**src/rtl/jvm_insn_assembler_if.sv**
```systemverilog
// Bytecode stream in, ROM lookup, and assembled-instruction out for jvm_insn_assembler.
// The slave side is the assembler; the master side is the fetch/ROM/translator environment.
interface jvm_insn_assembler_if #(
    parameter int MAX_OPS = 16,
    parameter int PC_W    = 16
);
    logic [7:0]           in_byte;
    logic                 in_valid;
    logic                 in_ready;
    logic [7:0]           lk_opcode;
    logic [4:0]           lk_count;
    logic                 flush;
    logic [PC_W-1:0]      flush_pc;
    logic                 out_valid;
    logic                 out_ready;
    logic [7:0]           out_opcode;
    logic [8*MAX_OPS-1:0] out_operands;
    logic [4:0]           out_count;
    logic [PC_W-1:0]      out_pc;
    logic                 out_err;

    modport master (
        output in_byte, in_valid, lk_count, flush, flush_pc, out_ready,
        input  in_ready, lk_opcode, out_valid, out_opcode, out_operands,
               out_count, out_pc, out_err
    );

    modport slave (
        input  in_byte, in_valid, lk_count, flush, flush_pc, out_ready,
        output in_ready, lk_opcode, out_valid, out_opcode, out_operands,
               out_count, out_pc, out_err
    );
endinterface

```
**src/rtl/jvm_insn_assembler.sv**
```systemverilog
// Groups the raw JVM bytecode stream into opcode + operand-byte instructions,
// using the external operand-count ROM to know how many bytes follow each opcode.
module jvm_insn_assembler #(
    parameter int MAX_OPS = 16,
    parameter int PC_W    = 16
) (
    input logic clk,
    input logic rst,
    jvm_insn_assembler_if.slave bus
);
    typedef enum logic [1:0] {OPCODE, OPERANDS, HOLD} state_t;

    localparam logic [4:0] MAX_CNT = 5'(MAX_OPS);

    state_t                  state;
    logic [PC_W-1:0]         pc;
    logic [4:0]              idx;
    logic [4:0]              remaining;
    logic [MAX_OPS-1:0][7:0] ops;
    logic                    valid;
    logic [7:0]              opcode;
    logic [4:0]              count;
    logic [PC_W-1:0]         insn_pc;
    logic                    err;
    logic                    accept;

    assign bus.lk_opcode    = bus.in_byte;
    assign bus.in_ready     = (state != HOLD) && !bus.flush;
    assign accept           = bus.in_valid && bus.in_ready;
    assign bus.out_valid    = valid;
    assign bus.out_opcode   = opcode;
    assign bus.out_operands = ops;
    assign bus.out_count    = count;
    assign bus.out_pc       = insn_pc;
    assign bus.out_err      = err;

    always_ff @(posedge clk) begin
        if (rst) begin
            state     <= OPCODE;
            pc        <= '0;
            idx       <= '0;
            remaining <= '0;
            ops       <= '0;
            valid     <= 1'b0;
            opcode    <= '0;
            count     <= '0;
            insn_pc   <= '0;
            err       <= 1'b0;
        end else if (bus.flush) begin
            // Instruction fields are left as-is; they are meaningless once valid drops.
            state <= OPCODE;
            valid <= 1'b0;
            pc    <= bus.flush_pc;
        end else begin
            case (state)
                OPCODE: if (accept) begin
                    pc        <= pc + 1'b1;
                    opcode    <= bus.in_byte;
                    insn_pc   <= pc;
                    count     <= bus.lk_count;
                    ops       <= '0;
                    idx       <= '0;
                    err       <= bus.lk_count > MAX_CNT;
                    remaining <= bus.lk_count;
                    if (bus.lk_count == 5'd0) begin
                        state <= HOLD;
                        valid <= 1'b1;
                    end else begin
                        state <= OPERANDS;
                    end
                end
                OPERANDS: if (accept) begin
                    pc <= pc + 1'b1;
                    // Bytes past MAX_OPS match no slot: consumed but not stored.
                    for (int k = 0; k < MAX_OPS; k++)
                        if (idx == 5'(k)) ops[k] <= bus.in_byte;
                    idx       <= idx + 1'b1;
                    remaining <= remaining - 1'b1;
                    if (remaining == 5'd1) begin
                        state <= HOLD;
                        valid <= 1'b1;
                    end
                end
                HOLD: if (bus.out_ready) begin
                    state <= OPCODE;
                    valid <= 1'b0;
                end
                default: state <= OPCODE;
            endcase
        end
    end
endmodule
```
**src/flat_wrapper.sv**
```systemverilog
// flat-port wrapper written by rule: the top's interface ports become plain ports
module jvm_insn_assembler_flat 
#(
    parameter int MAX_OPS = 16,
    parameter int PC_W    = 16
)
  (clk, rst, bus_in_byte, bus_in_valid, bus_lk_count, bus_flush, bus_flush_pc, bus_out_ready, bus_in_ready, bus_lk_opcode, bus_out_valid, bus_out_opcode, bus_out_operands, bus_out_count, bus_out_pc, bus_out_err);
  jvm_insn_assembler_if #(.MAX_OPS(MAX_OPS), .PC_W(PC_W)) bus_i ();
  input logic clk;
  input logic rst;
  input wire logic [$bits(bus_i.in_byte)-1:0] bus_in_byte;
  input wire logic [$bits(bus_i.in_valid)-1:0] bus_in_valid;
  input wire logic [$bits(bus_i.lk_count)-1:0] bus_lk_count;
  input wire logic [$bits(bus_i.flush)-1:0] bus_flush;
  input wire logic [$bits(bus_i.flush_pc)-1:0] bus_flush_pc;
  input wire logic [$bits(bus_i.out_ready)-1:0] bus_out_ready;
  output wire logic [$bits(bus_i.in_ready)-1:0] bus_in_ready;
  output wire logic [$bits(bus_i.lk_opcode)-1:0] bus_lk_opcode;
  output wire logic [$bits(bus_i.out_valid)-1:0] bus_out_valid;
  output wire logic [$bits(bus_i.out_opcode)-1:0] bus_out_opcode;
  output wire logic [$bits(bus_i.out_operands)-1:0] bus_out_operands;
  output wire logic [$bits(bus_i.out_count)-1:0] bus_out_count;
  output wire logic [$bits(bus_i.out_pc)-1:0] bus_out_pc;
  output wire logic [$bits(bus_i.out_err)-1:0] bus_out_err;
  assign bus_i.in_byte = bus_in_byte;
  assign bus_i.in_valid = bus_in_valid;
  assign bus_i.lk_count = bus_lk_count;
  assign bus_i.flush = bus_flush;
  assign bus_i.flush_pc = bus_flush_pc;
  assign bus_i.out_ready = bus_out_ready;
  assign bus_in_ready = bus_i.in_ready;
  assign bus_lk_opcode = bus_i.lk_opcode;
  assign bus_out_valid = bus_i.out_valid;
  assign bus_out_opcode = bus_i.out_opcode;
  assign bus_out_operands = bus_i.out_operands;
  assign bus_out_count = bus_i.out_count;
  assign bus_out_pc = bus_i.out_pc;
  assign bus_out_err = bus_i.out_err;
  jvm_insn_assembler #(.MAX_OPS(MAX_OPS), .PC_W(PC_W)) u_core (.clk(clk), .rst(rst), .bus(bus_i));
endmodule
```
**config.mk**
```make
export PLATFORM = sky130hd
export DESIGN_NAME = jvm_insn_assembler_flat
export DESIGN_NICKNAME = d
export VERILOG_FILES = /design/src/rtl/jvm_insn_assembler_if.sv /design/src/rtl/jvm_insn_assembler.sv /design/src/flat_wrapper.sv
export SDC_FILE = /design/constraint.sdc
export NUM_CORES = 1
export LEC_CHECK = 0
export BUFFER_PORTS_ARGS = -buffer_cell sky130_fd_sc_hd__buf_2
export CAP_MARGIN = 10
export CORE_ASPECT_RATIO = 2
export CORE_MARGIN = 4
export CORE_UTILIZATION = 44
export CTS_CLUSTER_SIZE = 25
export DETAILED_ROUTE_END_ITERATION = 10
export HOLD_SLACK_MARGIN = 0.15
export MAX_ROUTING_LAYER = met4
export PLACE_DENSITY = 0.67
export SLEW_MARGIN = 20
export SYNTH_ARGS = -nofsm -noshare
export SYNTH_HDL_FRONTEND = slang
export SYNTH_SLANG_ARGS = --single-unit
```
**constraint.sdc**
```tcl
create_clock -name clk -period 1.7 [get_ports clk]
set_input_delay 0.255 -clock clk [delete_from_list [all_inputs] [get_ports clk]]
set_output_delay 0.255 -clock clk [all_outputs]
set_load 0.01 [all_outputs]
```
==> key figures, run 1 <==
GRT
  • Vias in the first global route: about 6,600
  • Initial antenna violation count: 0
  • Global-route wire length before repair: around 34,000 microns
  • Largest net degree at the start of global routing: 81
  • Total global-route track usage: between 20% and 30%
  • Congestion Overflow GR: 0

Layout
  • Fin nets: approximately 1,100
  • Post-layout util: ~60%
  • Inserted Diodes: 0
  • Layout cell share with drive strength beyond 1: between 30 and 40%
  • Post-Layout Cell Count: ~1,300
  • P&R area growth vs syn: 33.53%
  • Final Cell Area: 10,240 sq um

Worst setup path
  • Cell Chain, Critical Path: buf_4 -> nand2b_4 -> nor2_1 -> buf_4 -> nand2_2 -> mux2i_1
  • Worst r2r src: u_core.state[1]$_SDFFE_PP0P_
  • Critical path capture point type: flip-flop
  • WP data arrival: a little under 2 ns
  • R2R depth: 6
  • Crit Path Category: reg2reg
  • Setup slack, reg-to-reg: 0.07 ns
  • Crit Path Max Fanout: 13
  • Crit start category: flip-flop
  • WP data required: approximately 2.1 ns
  • Worst R2R End: u_core.bus.out_operands[34]$_SDFFE_PP0P_
  • Crit path max-delay cell type: dfxtp_1
  • Most used cell, CP: buf_4
  • Critical path origin: u_core.state[1]$_SDFFE_PP0P_
  • Max stage delay on crit path: between 0.3 and 0.4 ns
  • Critical path capture point: u_core.bus.out_operands[34]$_SDFFE_PP0P_

Floorplanning
  • Initial Util: 44.63%
  • Chip height: around 190 microns
  • Row cnt: 68
  • Area of the core: roughly 17,000 sq um
  • Num ports: 202
  • Die Width: between 100 and 150 microns
  • DIE AREA: ~20,000 sq um

STA
  • Clock Skews: a little under 0.01 ns
  • Max_slew headroom: between 70% and 80%
  • Worst Slack Setup Final: around 0.071 ns
  • WHS: between 0.15 and 0.2 ns
  • Setup tns final: 0 ns
  • RSZ-0062 raised after global routing: false
  • Least-Margin Pin Slew: approximately 0.44 ns
  • Max-slew violations: 0
  • Final worst path period share: around 96%
  • Fin crit period: ~1.6 ns
  • Fmax: 613.9 MHz
  • Final setup fails: 0
  • Final hold violation count: 0

Yosys
  • Register area share after synthesis: 48.80%
  • Syn Area/Cell: about 9.4 sq um
  • Post-synthesis mux area share: roughly 17%
  • Syn nets: around 860
  • Netlist cell types: 52
  • EDFF count, synth: 0
  • Ys Warns: 0
  • Synthesized instance count: roughly 820
  • Yosys reg bits: 187
  • Post-Syn Area: about 7700 sq um
  • Synth Flop Type: dfxtp_1
  • Largest family of logic cells by synthesized area: simple AND/OR/NAND/NOR gates
  • XOR/XNOR Fraction of Synth Area: 1.142%
  • Ys async rst share: 0%
  • Adder-cell share of the synthesized area: approximately 1.3%
  • Synth Area in Simple Gates: between 10% and 20%
  • Synth Area in Compound Gates: around 8.7%

Run status
  • Status: finished clean

Placement
  • Placed cells: between 1,000 and 1,500
  • Area after DPL: between 9000 and 10,000 sq um
  • Pre-CTS WS: -0.1020 ns
  • # port buffers: ~200
  • Placer Congestion: ~0.87
  • Dpl hpwl: roughly 15,000 microns

Worst hold path
  • Hold crit path type: in2reg

Routing
  • First-pass iteration count of the detailed router: 5
  • Drt drc: 0
  • WL/cell: ~17 microns
  • Vias per inst: about 5
  • Starting DRT DRC Count: 170
  • Vias: 6,503
  • Post-DRT Antenna Nets: 0
  • DRT Wirelength: ~22,000 microns

Power and ir drop
  • Worst ir drop on vdd: 0.8091 mV
  • Leak pwr: 4.421 nW
  • Tot Pwr: roughly 10 mW
  • Power Density: roughly 970 nW/um^2

Clock tree
  • Clock-pin slew of the registers on the worst-case setup and hold paths: about 0.070 ns
  • CTS Root Cell: clkbuf_16
  • CTS buffer count: 17
  • Deepest clock path buffer count: 2
  • Worst skew pair latency: around 0.43 ns
  • CTS tree: done
  • # clock sinks: about 190
  • H-tree depth: 4

Flow run
  • Max Cap Viol: 0
## cell usage after synthesis (all sizes together), types with 2 or more instances
cell	n	area (sq um)
nand2	203	782.0
dfxtp	187	3744
mux2i	129	1291
a21oi	61	459.2
nor2	46	175.2
clkbuf	31	117.6
buf	27	195.2
inv	12	45.04
nor2b	12	75.07
nor3	12	60.06
nand3	11	55.05
and2	9	56.30
xnor2	9	78.83
ha	8	100.1
o21ai	8	43.79
a211oi	7	52.55
nor4	6	37.54
nand4	4	25.02
nand4b	4	35.03
nor3b	3	27.52
o21a	3	22.52
a311oi	2	17.52
a31oi	2	12.51
and3	2	12.51
nand2b	2	20.02
nand3b	2	15.01
or3	2	12.51
## cells by family (layout without fill, tap and decap cells)
logic type,after synthesis,in the layout
AND/OR/NAND/NOR,321,321
adder cells (fa/ha/maj),8,8
multiplexers,130,130
flip-flops,187,187
XOR/XNOR,10,10
buffers and inverters,70,320
AO/OA/AOI/OAI,90,90
## cell type report
type	count	area (sq um)
clock inverter	14	229.0
fill	1547	6943
multi-input combinational	559	3626
clock buffer	18	439.2
inverter	12	46.29
sequential	187	3751
tap	210	262.8
timing repair buffer	276	1889
## worst max-delay path: cells and delay by family (launching register included)
| family | cells | cell delay, ns |
|---|---|---|
| buf+inv | 2 | 0.36 |
| mux | 1 | 0.27 |
| simple gates | 3 | 0.58 |
| flops | 1 | 0.32 |
## how the worst min path moves through the flow
stage,startpoint,endpoint,cells past startpoint
6_report,bus_flush_pc[15],u_core.pc[15]$_SDFFE_PP0P_,3
5_1_grt,bus_flush_pc[15],u_core.pc[15]$_SDFFE_PP0P_,3
4_1_cts,bus_flush_pc[15],u_core.pc[15]$_SDFFE_PP0P_,3
3_5_place_dp,u_core.bus.out_operands[17]$_SDFFE_PP0P_,u_core.bus.out_operands[17]$_SDFFE_PP0P_,2
3_3_place_gp,u_core.bus.out_count[3]$_SDFFE_PP0P_,u_core.bus.out_count[3]$_SDFFE_PP0P_,2
2_1_floorplan,bus_lk_count[1],u_core.bus.out_count[1]$_SDFFE_PP0P_,2
## where the power goes
group          internal (mW)  switching [mW]
Sequential              4.48          0.0781
Combinational          0.439           0.501
Clock                   2.69            1.80
Total                   7.60            2.38
## flip-flops by register name (all words and copies together) (netlist names)
name	flops
u_core.bus.out_valid	1
u_core.bus.out_err	1
u_core.bus.out_pc	16
u_core.bus.out_operands	128
u_core.remaining	5
u_core.bus.out_opcode	8
u_core.state	2
u_core.idx	5
u_core.pc	16
u_core.bus.out_count	5
## cells in the final DEF (no fill, tap or decap), types with 8 or more instances in the layout
cell type and count:
buf_12 20, dlygate4sd3_1 28, nand2_1 195, nor3_1 12, a21oi_1 46, and2_1 9
xnor2_1 9, nand2_2 8, buf_2 201, mux2i_1 129, dfxtp_1 183, nor2_1 45
a21oi_4 13, buf_4 27, clkbuf_16 17, nand3_1 9, inv_1 11
## per-layer routing
layer / vias up / track usage (%) / part of all wire (%)
li1: 3206 / - / -
met1: 3081 / 23.73 / 37
met2: 177 / 41.03 / 56
met3: 39 / 3.305 / 3.8
met4: 0 / 9.665 / 3.1
met5: - / - / 0
## timing repair
item,CTS,global route
hold buffers,28,0
pin swaps,0,1
gates resized for setup,1,16
setup buffers,0,0
endpoints found under the setup margin,74,119
hold endpoints to repair,35,0
(Power assumes the default switching activity.)
==> run 2: changes to the inputs <==
--- a/config.mk
+++ b/config.mk
@@ -7,14 +7,16 @@
 export LEC_CHECK = 0
 export BUFFER_PORTS_ARGS = -buffer_cell sky130_fd_sc_hd__buf_2
 export CAP_MARGIN = 10
+export CELL_PAD_IN_SITES_DETAIL_PLACEMENT = 0
+export CELL_PAD_IN_SITES_GLOBAL_PLACEMENT = 2
 export CORE_ASPECT_RATIO = 2
 export CORE_MARGIN = 4
-export CORE_UTILIZATION = 44
+export CORE_UTILIZATION = 28
 export CTS_CLUSTER_SIZE = 25
 export DETAILED_ROUTE_END_ITERATION = 10
 export HOLD_SLACK_MARGIN = 0.15
 export MAX_ROUTING_LAYER = met4
-export PLACE_DENSITY = 0.67
+export PLACE_DENSITY = 0.71
 export SLEW_MARGIN = 20
 export SYNTH_ARGS = -nofsm -noshare
 export SYNTH_HDL_FRONTEND = slang
==> run 2 against run 1 <==
Effect of this change: first-iteration DRC count is 29% higher; die area increased by 53%; sequential share of layout area decreased by 0.71 points; total power shrank 5.2%; worst setup slack gained 0.021 ns; combinational power is 6.3% higher; count of clock-buffer cells in the layout up 1; sequential cell count unchanged; fmax up 1.3%; critical path type unchanged; critical path depth rose by 1; via count fell by 1.4%.
==> key figures, run 2 (synthesized netlist as in run 1, its figures left out) <==
Worst setup path
  • Crit start category: flip-flop (unchanged)
  • WP data required: 2.03 ns (was 2.05 ns)
  • CP top delay family: flip-flops (was simple AND/OR/NAND/NOR gates)
  • Critical path capture point type: flip-flop (unchanged)
  • Crit Path Category: reg2reg (unchanged)
  • Cell Chain, Critical Path: ha_4 -> and3_1 -> ha_2 -> o21ai_2 -> buf_12 -> mux2i_1 -> nor2_1 (was buf_4 -> nand2b_4 -> nor2_1 -> buf_4 -> nand2_2 -> mux2i_1)
  • WP data arrival: 1.93 ns (was 1.98 ns)
  • Crit path max-delay cell type: dfxtp_4 (was dfxtp_1)
  • Crit Path Max Fanout: 8 (was 13)
  • Max stage delay on crit path: 0.37 ns (was 0.32 ns)
  • Buf/Inv on CP: 1 (was 2)

Clock tree
  • # clock sinks: 187 (unchanged)
  • CTS Root Cell: clkbuf_16 (unchanged)
  • Worst skew pair latency: 0.44 ns (was 0.43 ns)
  • H-tree depth: 4 (unchanged)
  • # Post-CTS Setup Buffers: 0 (unchanged)
  • CTS buffer count: 17 (unchanged)
  • Clock-pin slew of the registers on the worst-case setup and hold paths: 0.07 ns (about the same)
  • CTS tree: done (unchanged)
  • Deepest clock path buffer count: 2 (unchanged)

GRT
  • Vias in the first global route: 6,732 (was 6,604)
  • Total global-route track usage: 17.78% (was 22.67%)
  • M1 GR Usage: 16.47% (was 23.73%)
  • Met3 GRT Util: 3.751% (was 3.305%)
  • Global-route wire length before repair: 40,160 microns (was 34,160 microns)
  • GR peak layer: met2 (unchanged)
  • Congestion Overflow GR: 0 (unchanged)
  • Met2 Usage GRT: 34.11% (was 41.03%)
  • Initial antenna violation count: 0 (unchanged)
  • Largest net degree at the start of global routing: 59 (was 81)

Routing
  • WL/cell: 18.23 microns (was 16.90 microns)
  • DRT Wirelength: 25,930 microns (was 21,560 microns)
  • Drt drc: 0 (unchanged)
  • First-pass iteration count of the detailed router: 4 (was 5)
  • Post-DRT Antenna Nets: 0 (unchanged)
  • Vias per inst: 4.507 (was 5.096)
  • Starting DRT DRC Count: 219 (was 170)
  • Vias: 6,409 (was 6,503)

Layout
  • P&R area growth vs syn: 36.31% (was 33.53%)
  • Most common cell after layout, fill and taps aside: buf_2 (unchanged)
  • Most frequent cells in the layout: buf_2 (201), nand2_1 (194), dfxtp_1 (182) (was buf_2 (201), nand2_1 (195), dfxtp_1 (183))
  • Fin nets: 1,105 (was 1,095)
  • Max reg flops: 128 (unchanged)
  • Multi-input combinational cell area: 3659 sq um (was 3626 sq um)
  • Reg area: 3755 sq um (was 3751 sq um)
  • Layout cell share with drive strength beyond 1: 31.01% (was 30.49%)
  • Inserted Diodes: 0 (unchanged)
  • Post-Layout Cell Count: 1,422 (was 1,276)
  • Fill cell count: 2,805 (was 1,547)

STA
  • Least-Margin Pin Slew: 0.4102 ns (was 0.4427 ns)
  • WHS: 0.2615 ns (was 0.1641 ns)
  • Max-slew violations: 0 (unchanged)
  • Setup tns final: 0 ns (unchanged)
  • Clock Skews: 0.009916 ns (was 0.009936 ns)
  • Fin crit period: 1.608 ns (was 1.629 ns)
  • Final setup fails: 0 (unchanged)
  • Max_slew headroom: 72.40% (was 70.38%)
  • Final worst path period share: 94.61% (was 95.82%)
  • Final hold violation count: 0 (unchanged)
  • Fmax: 621.7 MHz (was 613.9 MHz)

Floorplanning
  • Area of the core: 27,010 sq um (was 17,190 sq um)
  • Die Width: 125.0 microns (was 101.4 microns)
  • DIE AREA: 30,270 sq um (was 19,740 sq um)
  • Initial Util: 28.40% (was 44.63%)
  • Chip height: 242.1 microns (was 194.7 microns)
  • Num ports: 202 (unchanged)
  • Row cnt: 85 (was 68)

Power and ir drop
  • Worst ir drop on vdd: 0.6955 mV (was 0.8091 mV)
  • Leak pwr: 4.507 nW (was 4.421 nW)
  • Power Density: 904.8 nW/um^2 (was 974.1 nW/um^2)

Flow run
  • Max Cap Viol: 0 (unchanged)

Worst hold path
  • Hold crit path type: in2reg (unchanged)

Placement
  • # port buffers: 201 (unchanged)
  • Placer Congestion: 0.7704 (was 0.8717)
  • Placed cells: 1,363 (was 1,216)
  • Dpl hpwl: 19,260 microns (was 15,390 microns)

Run status
  • Status: finished clean (unchanged)
[run 2: what timing repair did]
action,in CTS,in global routing
endpoints found under the hold margin,31,0
pin swaps,0,4
endpoints found under the setup margin,106,90
hold buffers,29,0
gates resized for setup,1,28
[run 2: where the power goes]
| group | switching [mW] | internal (mW) | total (mW) | leakage, nW |
|---|---|---|---|---|
| Clock | 1.80 | 2.11 | 3.91 | 0.282 |
| Combinational | 0.539 | 0.460 | 0.999 | 2.71 |
| Sequential | 0.0783 | 4.47 | 4.55 | 1.52 |
[run 2: worst paths after layout]
check | start | endpoint | slack, ns | cells after the start
worst max-delay path | u_core.idx[0]$_SDFFE_PP0P_ | u_core.bus.out_operands[121]$_SDFFE_PP0P_ | 0.09 | 7
worst min-delay path | bus_flush_pc[14] | u_core.pc[14]$_SDFFE_PP0P_ | 0.26 | 4
worst max register to register | u_core.idx[0]$_SDFFE_PP0P_ | u_core.bus.out_operands[121]$_SDFFE_PP0P_ | 0.09 | 7
worst min register to register | u_core.bus.out_pc[12]$_SDFFE_PP0P_ | u_core.bus.out_pc[12]$_SDFFE_PP0P_ | 0.45 | 2
[run 2: per-stage QoR]
step / instance area, sq um / total power, mW / worst slack (ns) / util, %
2_1_floorplan: 7671 / 5.158 / 0.04093 / -
3_3_place_gp: 9498 / 5.611 / -0.07703 / 35.16
3_5_place_dp: 9498 / 5.613 / -0.08841 / 35.16
4_1_cts: 10350 / 9.612 / 0.007456 / 38.32
5_1_grt: 10460 / 9.889 / -0.002442 / 38.71
6_report: 10460 / 9.460 / 0.09163 / 38.71
[run 2: worst min-delay path, stage by stage]
cell and delay [ns]:
buf_2 0.09, and3_1 0.16, nor2_1 0.05, mux2i_1 0.10
[run 2: cell type report]
cell class,count,area share [%]
inverters,12,0.4427
multi-input cells,559,34.99
flip-flops and latches,187,35.91
repair buffers,286,19.12
well taps,348,4.164
clock buffers,19,4.332
clock inverters,11,1.041
[run 2: metal layers]
| layer | wire length [microns] | vias up |
|---|---|---|
| li1 | - | 3215 |
| met1 | 9031 | 3013 |
| met2 | 15060 | 145 |
| met3 | 927 | 36 |
| met4 | 910 | 0 |
| met5 | 0 | - |
